==> config.mk <==
export PLATFORM = sky130hd
export DESIGN_NAME = mcpu_boot_loader
export DESIGN_NICKNAME = d
export VERILOG_FILES = /design/src/rtl/mcpu_boot_loader_pkg.sv /design/src/rtl/mcpu_dump_stage.sv /design/src/rtl/mcpu_boot_loader.sv
export SDC_FILE = /design/constraint.sdc
export NUM_CORES = 1
export LEC_CHECK = 0
export CORE_ASPECT_RATIO = 0.8
export CORE_UTILIZATION = 53
export DETAILED_ROUTE_END_ITERATION = 8
export GPL_ROUTABILITY_DRIVEN = 0
export MAX_ROUTING_LAYER = met4
export PLACE_DENSITY_LB_ADDON = 0.3
export SYNTH_ARGS = -nofsm -noshare
export SYNTH_HDL_FRONTEND = slang
export SYNTH_HIERARCHICAL = 1
export SYNTH_SLANG_ARGS = --single-unit
==> constraint.sdc <==
create_clock -name clk -period 4.34 [get_ports clk]
set_input_delay 1.302 -clock clk [delete_from_list [all_inputs] [get_ports clk]]
set_output_delay 1.302 -clock clk [all_outputs]
set_load 0.01 [all_outputs]
==> src/rtl/mcpu_boot_loader_pkg.sv <==
// Shared definitions for the MCPU program loader / RAM dumper.
// Defaults track the MCPU word width and RAM depth.
package mcpu_boot_loader_pkg;

  localparam int MCPU_WORD_SIZE = 16;
  localparam int MCPU_ADDR_SIZE = 8;
  localparam int MCPU_RAM_SIZE  = 256;

  typedef enum logic [2:0] {
    ST_IDLE     = 3'd0,
    ST_CLEAR    = 3'd1,
    ST_LOAD     = 3'd2,
    ST_RUN      = 3'd3,
    ST_DUMP_RD  = 3'd4,
    ST_DUMP_OUT = 3'd5
  } state_t;

  function automatic logic state_busy(input state_t s);
    return (s == ST_CLEAR) || (s == ST_LOAD) || (s == ST_DUMP_RD) || (s == ST_DUMP_OUT);
  endfunction

endpackage

==> src/rtl/mcpu_dump_stage.sv <==
// Output side of the RAM dump: presents a read word on a valid/ready stream
// and holds word and address stable while the consumer stalls.
module mcpu_dump_stage #(
  parameter int WORD_SIZE = 16,
  parameter int ADDR_SIZE = 8
) (
  input  logic                 i_clk,
  input  logic                 i_reset_n,
  input  logic                 i_rd,
  input  logic [ADDR_SIZE-1:0] i_addr,
  input  logic [WORD_SIZE-1:0] i_rdata,
  input  logic                 i_ready,
  output logic                 o_valid,
  output logic [WORD_SIZE-1:0] o_data,
  output logic [ADDR_SIZE-1:0] o_addr
);

  logic                 r_pend;
  logic                 r_held;
  logic [WORD_SIZE-1:0] r_data;
  logic [ADDR_SIZE-1:0] r_addr;

  // r_pend marks the cycle the synchronous RAM delivers the word; it is
  // passed straight through then, and captured only if the consumer stalls.
  always_ff @(posedge i_clk or negedge i_reset_n) begin
    if (!i_reset_n) begin
      r_pend <= 1'b0;
      r_held <= 1'b0;
      r_data <= '0;
      r_addr <= '0;
    end else begin
      r_pend <= i_rd;
      if (i_rd) r_addr <= i_addr;
      if (r_pend && !i_ready) begin
        r_data <= i_rdata;
        r_held <= 1'b1;
      end else if (r_held && i_ready) begin
        r_held <= 1'b0;
      end
    end
  end

  assign o_valid = r_pend | r_held;
  assign o_data  = r_pend ? i_rdata : r_data;
  assign o_addr  = r_addr;

endmodule

==> src/rtl/mcpu_boot_loader.sv <==
// MCPU program loader: clears RAM, streams a program in, releases the CPU,
// and can dump the whole RAM back out over a valid/ready stream.
module mcpu_boot_loader
  import mcpu_boot_loader_pkg::*;
#(
  parameter int WORD_SIZE     = MCPU_WORD_SIZE,
  parameter int ADDR_SIZE     = MCPU_ADDR_SIZE,
  parameter int RAM_SIZE      = MCPU_RAM_SIZE,
  parameter int CLEAR_ON_LOAD = 1
) (
  input  logic                 clk,
  input  logic                 reset,
  input  logic                 start_load,
  input  logic                 start_dump,
  input  logic [ADDR_SIZE:0]   load_len,
  input  logic                 in_valid,
  input  logic [WORD_SIZE-1:0] in_data,
  output logic                 in_ready,
  output logic                 out_valid,
  output logic [WORD_SIZE-1:0] out_data,
  output logic [ADDR_SIZE-1:0] out_addr,
  input  logic                 out_ready,
  output logic                 mem_we,
  output logic [ADDR_SIZE-1:0] mem_addr,
  output logic [WORD_SIZE-1:0] mem_wdata,
  input  logic [WORD_SIZE-1:0] mem_rdata,
  output logic                 cpu_reset,
  output logic                 busy,
  output logic                 done,
  output logic                 error,
  output logic [WORD_SIZE-1:0] checksum
);

  localparam int CW = ADDR_SIZE + 1;
  localparam logic [CW-1:0] LP_RAM_SIZE = CW'(RAM_SIZE);
  localparam logic [CW-1:0] LP_LAST     = CW'(RAM_SIZE - 1);

  function automatic logic [WORD_SIZE-1:0] sum_wrap(input logic [WORD_SIZE-1:0] a,
                                                     input logic [WORD_SIZE-1:0] b);
    return a + b;
  endfunction

  state_t               r_state;
  logic [CW-1:0]        r_cnt;
  logic [CW-1:0]        r_len;
  logic [WORD_SIZE-1:0] r_sum;
  logic                 r_done;
  logic                 r_error;

  logic w_in_ready;
  logic w_load_fire;
  logic w_out_fire;
  logic w_dump_rd;

  assign w_in_ready  = (r_state == ST_LOAD) && (r_cnt < r_len);
  assign w_load_fire = w_in_ready && in_valid;
  assign w_out_fire  = (r_state == ST_DUMP_OUT) && out_valid && out_ready;
  assign w_dump_rd   = (r_state == ST_DUMP_RD);

  // RAM port follows the state directly so a load word is written the
  // same cycle it is accepted.
  always_comb begin
    mem_we    = 1'b0;
    mem_addr  = '0;
    mem_wdata = '0;
    case (r_state)
      ST_CLEAR: begin
        mem_we   = 1'b1;
        mem_addr = r_cnt[ADDR_SIZE-1:0];
      end
      ST_LOAD: begin
        mem_we    = w_load_fire;
        mem_addr  = r_cnt[ADDR_SIZE-1:0];
        mem_wdata = w_load_fire ? in_data : '0;
      end
      ST_DUMP_RD, ST_DUMP_OUT: mem_addr = r_cnt[ADDR_SIZE-1:0];
      default: ;
    endcase
  end

  always_ff @(posedge clk or negedge reset) begin
    if (!reset) begin
      r_state <= ST_IDLE;
      r_cnt   <= '0;
      r_len   <= '0;
      r_sum   <= '0;
      r_done  <= 1'b0;
      r_error <= 1'b0;
    end else begin
      r_done <= 1'b0;
      case (r_state)
        ST_IDLE, ST_RUN: begin
          if (start_load) begin
            if (load_len > LP_RAM_SIZE) begin
              r_error <= 1'b1;
              r_state <= ST_IDLE;
            end else begin
              r_len   <= load_len;
              r_sum   <= '0;
              r_error <= 1'b0;
              r_cnt   <= '0;
              r_state <= (CLEAR_ON_LOAD != 0) ? ST_CLEAR : ST_LOAD;
            end
          end else if (start_dump) begin
            r_error <= 1'b0;
            r_cnt   <= '0;
            r_state <= ST_DUMP_RD;
          end
        end
        ST_CLEAR: begin
          if (r_cnt == LP_LAST) begin
            r_cnt   <= '0;
            r_state <= ST_LOAD;
          end else begin
            r_cnt <= r_cnt + 1'b1;
          end
        end
        ST_LOAD: begin
          if (w_load_fire) begin
            r_sum <= sum_wrap(r_sum, in_data);
            r_cnt <= r_cnt + 1'b1;
            if ((r_cnt + 1'b1) == r_len) begin
              r_state <= ST_RUN;
              r_done  <= 1'b1;
            end
          end else if (r_cnt >= r_len) begin
            r_state <= ST_RUN;
            r_done  <= 1'b1;
          end
        end
        ST_DUMP_RD: r_state <= ST_DUMP_OUT;
        ST_DUMP_OUT: begin
          if (w_out_fire) begin
            if (r_cnt == LP_LAST) begin
              r_state <= ST_IDLE;
              r_done  <= 1'b1;
            end else begin
              r_cnt   <= r_cnt + 1'b1;
              r_state <= ST_DUMP_RD;
            end
          end
        end
        default: r_state <= ST_IDLE;
      endcase
    end
  end

  mcpu_dump_stage #(
    .WORD_SIZE(WORD_SIZE),
    .ADDR_SIZE(ADDR_SIZE)
  ) u_dump (
    .i_clk    (clk),
    .i_reset_n(reset),
    .i_rd     (w_dump_rd),
    .i_addr   (r_cnt[ADDR_SIZE-1:0]),
    .i_rdata  (mem_rdata),
    .i_ready  (out_ready),
    .o_valid  (out_valid),
    .o_data   (out_data),
    .o_addr   (out_addr)
  );

  assign in_ready  = w_in_ready;
  assign cpu_reset = (r_state != ST_RUN);
  assign busy      = state_busy(r_state);
  assign done      = r_done;
  assign error     = r_error;
  assign checksum  = r_sum;

endmodule

Word-level counts from Yosys, hierarchy flattened
Index checks and enable logic that the tools add are counted.
- reduce and logical (&&, ||, !) cells: 22
- order comparisons: 3
- eq/ne operators: 18
- $add $sub $neg: 2
- muxes and demuxes: 38
- bitwise gates (word level): 2
- operator list (cell ; number):
    2-to-1 mux 16 bit ; 6
    2-to-1 mux 9 bit ; 7
    case mux 9 bit (4 select lines) ; 1
    case mux 16 bit (2 select lines) ; 1
    2-to-1 mux 3 bit ; 8
    adder 16 bit ; 1
    case mux 3 bit (5 select lines) ; 1
    != test 2 bit, second input constant ; 6
    2-to-1 mux 1 bit ; 11
    adder 9 x 1 -> 9 bit, second input constant ; 1
    equality test 9 x 8 -> 1 bit, second input constant ; 1
    equality test 9 bit ; 1
    >= comparator 9 bit ; 1
    > comparator 9 bit, second input constant ; 1
    < comparator 9 bit ; 1
    != test 3 x 2 -> 1 bit, second input constant ; 3
    2-to-1 mux 8 bit ; 1
    equality test 3 x 2 -> 1 bit, second input constant ; 2
    equality test 3 bit, second input constant ; 2
    logical AND 1 bit ; 6
    != test 3 bit, second input constant ; 2
    AND reduction 6 bit ; 1
    nonzero test 2 bit ; 3
    AND reduction 5 bit ; 1
    13 further kinds ; 16
- register bits: 65
- logic and storage cells: 95

Depth between registers and ports, before layout
Gate-level depths: netlist of run 1.
- word-level depth: 5
- gate-level depth with buffers: 12
- depth with buffers taken out: 12

Hierarchy
Netlist of run 1, hierarchy kept.
- by module, submodules not included (module ; seq. area each (um^2) ; area each (um^2) ; cells each ; times used):
    mcpu_boot_loader ; 975.9 ; 3206.8 ; 380 ; 1
    mcpu_dump_stage ; 650.6 ; 1216.2 ; 74 ; 1

Worst setup path before layout of run 1
Ideal clock, no wire load.
- kind: input -> output
- start: input in_valid
- end: output mem_wdata[10]
- stages: 5
- data arrival time: 2265 ps
- slack: 773 ps
- path buffers: 2
- cells stage by stage: inv_1 -> a2111oi_2 -> buf_2 -> clkbuf_1 -> and3_1
- cells in the longest elaborated chain, start to end: 3
- RTL lines (what ; line ; source):
    start: declaration ; mcpu_boot_loader.sv:16 ; input logic in_valid,
    logical AND 1 bit ; mcpu_boot_loader.sv:56 ; assign w_load_fire = w_in_ready && in_valid;
    2-to-1 mux 16 bit ; mcpu_boot_loader.sv:74 ; mem_wdata = w_load_fire ? in_data : '0;
    2-to-1 mux 16 bit ; mcpu_boot_loader.sv:66 ; case (r_state)
    end: declaration ; mcpu_boot_loader.sv:25 ; output logic [WORD_SIZE-1:0] mem_wdata,
Every way passes these cells.

Final worst setup path of run 1
- start: input in_valid
- end: output mem_wdata[13]
Same word-level chain as after synthesis.

==> flow_summary.yaml, run 1 <==
cts:
  cts-htree-levels: 3
  ctsHoldBuffers: 0
  cts-root-buf: "clkbuf_8"
  cts.sink_count: 65
  cts_tree: "built"
  worst_setup_hold_path_clk_slew_ps: 70
  cts-buffers-inserted: 9
  ctsLongestPathBuffers: 2
  insertion_delay_of_the_later_clocked_pin_in_the_worst_skew_pair_ps: 350
die:
  fp-row-count: 29
  core-area_um2: 8019
  fp.dieW_um: 104.1
  die_outline_height_um: 83.71
  design.die.area_um2: 8717
  number_of_top_level_pins: 118
  floorplan.initialDensity_pct: 55.16
setup_path:
  setup.worst_path.class: "input pin to output port"
  timing.critical_path.slowest_stage_cell: "clkdlybuf4s50_1"
  worst_setup_path_start_kind: "input pin"
  crit_path_frequent_cell: "buf_4"
  path_cells: "clkdlybuf4s50_1 -> inv_1 -> a2111oi_4 -> buf_4 -> buf_4 -> and3_1 -> dlygate4sd2_1"
  largest_fanout_on_the_critical_path: 3
  timing.critical_path.slowest_cell_delay_ps: 490
  worst-endpoint-arrival_ps: 2970
  required_ps: 3040
  end_kind: "output port"
timing:
  timing.clock.skew_ps: 7.994
  finalCriticalPeriod_ps: 4272
  timing.final.max_slew_violations: 0
  hold_viol: 0
  achievable-frequency_ghz: 0.2341
  layout_worst_path_cycle_share_pct: 98.43
  relSlewSlack_pct: 39.05
  setup_tns_ps: 0
  final-setup-viol-count: 0
  timing_worst_slew_pin_value_ps: 914.3
  rsz0062_at_grt: "no"
power:
  total_switching_power_mw: 1.451
  p_seq_share_pct: 28.6
  power.leakage_nw: 2.715
  powerDensity_nw_per_um2: 618.4
  vdd.ir_drop.worst_mv: 0.2798
  comb_power_share_pct: 54.1
  internal-power_mw: 2.258
  clockPowerShare_pct: 17.3
  switching_share_of_power_pct: 39.13
  fin_total_pwr_mw: 3.709
yosys:
  synth_area_um2: 4423
  synth.ff_latch_count: 65
  synth_top_area_share_pct: 36.78
  synth_nets: 529
  synthesis.yosys.warnings: 6
  post_synth.cell_area_avg_um2: 9.742
  synth.top_cells.by_count: "dfrtp_1, mux2_2, a21oi_1, ha_1, nand3_1"
  fraction_of_synthesis_flops_using_an_asynchronous_set_or_reset_pin_pct: 100.0
  synth.largest_area_cell: "dfrtp_1"
  synth_most_common_cell: "dfrtp_1"
  yosysSeqAreaShare_pct: 36.78
  synth_edf_count: 0
  ys_top_cells_by_area: "dfrtp_1, mux2_2, ha_1, mux2_4, a21oi_1"
  post_synth_num_cell_types: 65
  synth_ff_type: "dfrtp_1"
  number_of_instances_in_the_synthesized_netlist: 454
routing:
  wirelength_mm: 11.44
  detailroute.via_count: 3973
  avgRoutedWirePerCell_um: 16.46
  drt-pass1-iter-count: 5
  drc: 0
  drt-vias-per-instance: 5.717
  drtIter0Drc: 193
  final_antenna_net_count: 0
cells_and_area:
  net_count_final: 657
  n_antenna_cell: 0
  area_growth_pct: 35.59
  seqCellArea_um2: 1627
  share_of_post_route_cells_with_drive_strength_above_1_pct: 16.87
  footprint_of_the_multi_input_gates_um2: 2603
  fill_cell_count: 588
global_route:
  grt_antenna_before_repair: 0
  overflow: 0
  via_count_of_the_first_global_routing_pass: 3941
  global_route.usage.total_pct: 28.16
  wire_length_of_the_first_global_routing_pass_mm: 18.97
  grt_max_degree: 43
worst_hold_path:
  worstHoldPathType: "flop to flop"
place:
  total_of_buffers_placed_on_input_and_output_ports: 117
  detailed_placement_hpwl_mm: 8.321
outcome:
  run_status: "complete, no violations"
run:
  max_cap_viols: 0
-- cells by family after synthesis --
group | synth area share (%)
buffers and inverters | 4.780
adder cells (fa/ha/maj) | 8.090
XOR/XNOR | 3.564
multiplexers | 13.75
AO/OA/AOI/OAI | 16.18
flip-flops | 36.78
AND/OR/NAND/NOR | 16.86
-- repair_timing --
action                     CTS  global route
pin swaps                    0             1
gates resized for setup     17             2
setup endpoints to repair   17             1
gates cloned                 0             0
setup buffers                4             2
-- critical path, delay by kind of cell --
kind	cells	cell delay [ps]
buffers and inverters	5	1160
AOI/OAI and AO/OA	1	350
and+or+nand+nor	1	160
-- per-layer routing --
layer | share of wire, % | wire length, um | track usage [%] | vias to the layer above
met2 | 46 | 5236 | 44.06 | 152
met3 | 5.8 | 668 | 5.933 | 19
met4 | 1.8 | 202 | 8.312 | 0
met1 | 47 | 5330 | 37.00 | 1897
met5 | 0 | 0 | - | -
li1 | - | - | - | 1905
-- per-stage QoR --
stage | utilization [%] | setup WS [ps] | area [um^2] | hold slack, ps | instances
2_1_floorplan | - | 773.2 | 4423 | 468.4 | 454
3_3_place_gp | 71.49 | -34.97 | 5733 | 463.0 | 673
3_5_place_dp | 71.49 | -74.08 | 5733 | 483.9 | 673
4_1_cts | 74.65 | 62.59 | 5986 | 498.6 | 693
5_1_grt | 74.79 | 23.84 | 5997 | 518.0 | 695
6_report | 74.79 | 68.32 | 5997 | 501.9 | 695
-- cell type report --
class | count | area share [%]
clock buffer | 10 | 2.128
clock inverter | 6 | 1.940
inverter | 22 | 1.377
multi-input combinational | 345 | 43.40
sequential | 65 | 27.12
tap | 108 | 2.253
timing repair buffer | 139 | 21.78
-- path summary, 6_finish.rpt --
path,startpoint,end,slack [ps],cells after the start
min,checksum[15],checksum[15],500,1
min in group asynchronous,reset,u_dump/o_addr[5],920,1
max in group asynchronous,reset,checksum[5],2460,2
max reg2reg,r_cnt[0],done,1300,12
min reg2reg,checksum[15],checksum[15],500,1
max,in_valid,mem_wdata[13],70,7
-- cells in the final DEF, fill, tap and decap left out, types with 3 or more instances in the layout --
cell / n
or3_1: 3
clkbuf_8: 9
nand3_1: 25
buf_4: 22
mux2_1: 5
nand2b_1: 7
a211oi_1: 4
clkinv_4: 3
clkdlybuf4s50_1: 99
nand2_1: 19
and2_1: 13
mux2_2: 33
o21ai_0: 11
dfrtp_1: 65
o31ai_2: 4
inv_1: 20
o31ai_1: 6
ha_1: 27
o21a_1: 3
a21oi_1: 29
and3_1: 17
xor2_1: 8
nor3_1: 8
bufinv_16: 3
nor2_1: 24
dlygate4sd2_1: 16
mux2_4: 10
mux2i_1: 3
nor2b_1: 4
a31oi_1: 3
nand4_1: 4
xnor2_1: 10
o21ai_1: 24
-- state kept, by name, indices dropped and copies added (netlist names) --
register	cells
checksum	16
error	1
u_dump/r_pend	1
u_dump/r_data	16
u_dump/r_held	1
r_state	3
r_cnt	9
u_dump/o_addr	8
r_len	9
done	1
-- power groups by stage --
stage / clock [mW] / combinational, mW / sequential, mW
3_3_place_gp: 0 / 1.90 / 1.04
4_1_cts: 0.652 / 1.99 / 1.05
3_5_place_dp: 0 / 1.97 / 1.06
5_1_grt: 0.680 / 2.19 / 1.09
6_report: 0.642 / 2.01 / 1.06
2_1_floorplan: 0 / 1.30 / 0.991
Note: power is estimated with default switching activity, not from simulation.
==> inputs of run 2 (changes only) <==
Settings changed: CAP_MARGIN from default to 20.
==> results of run 2 <==
Final layout, timing and power as in run 1 (identical DEF).
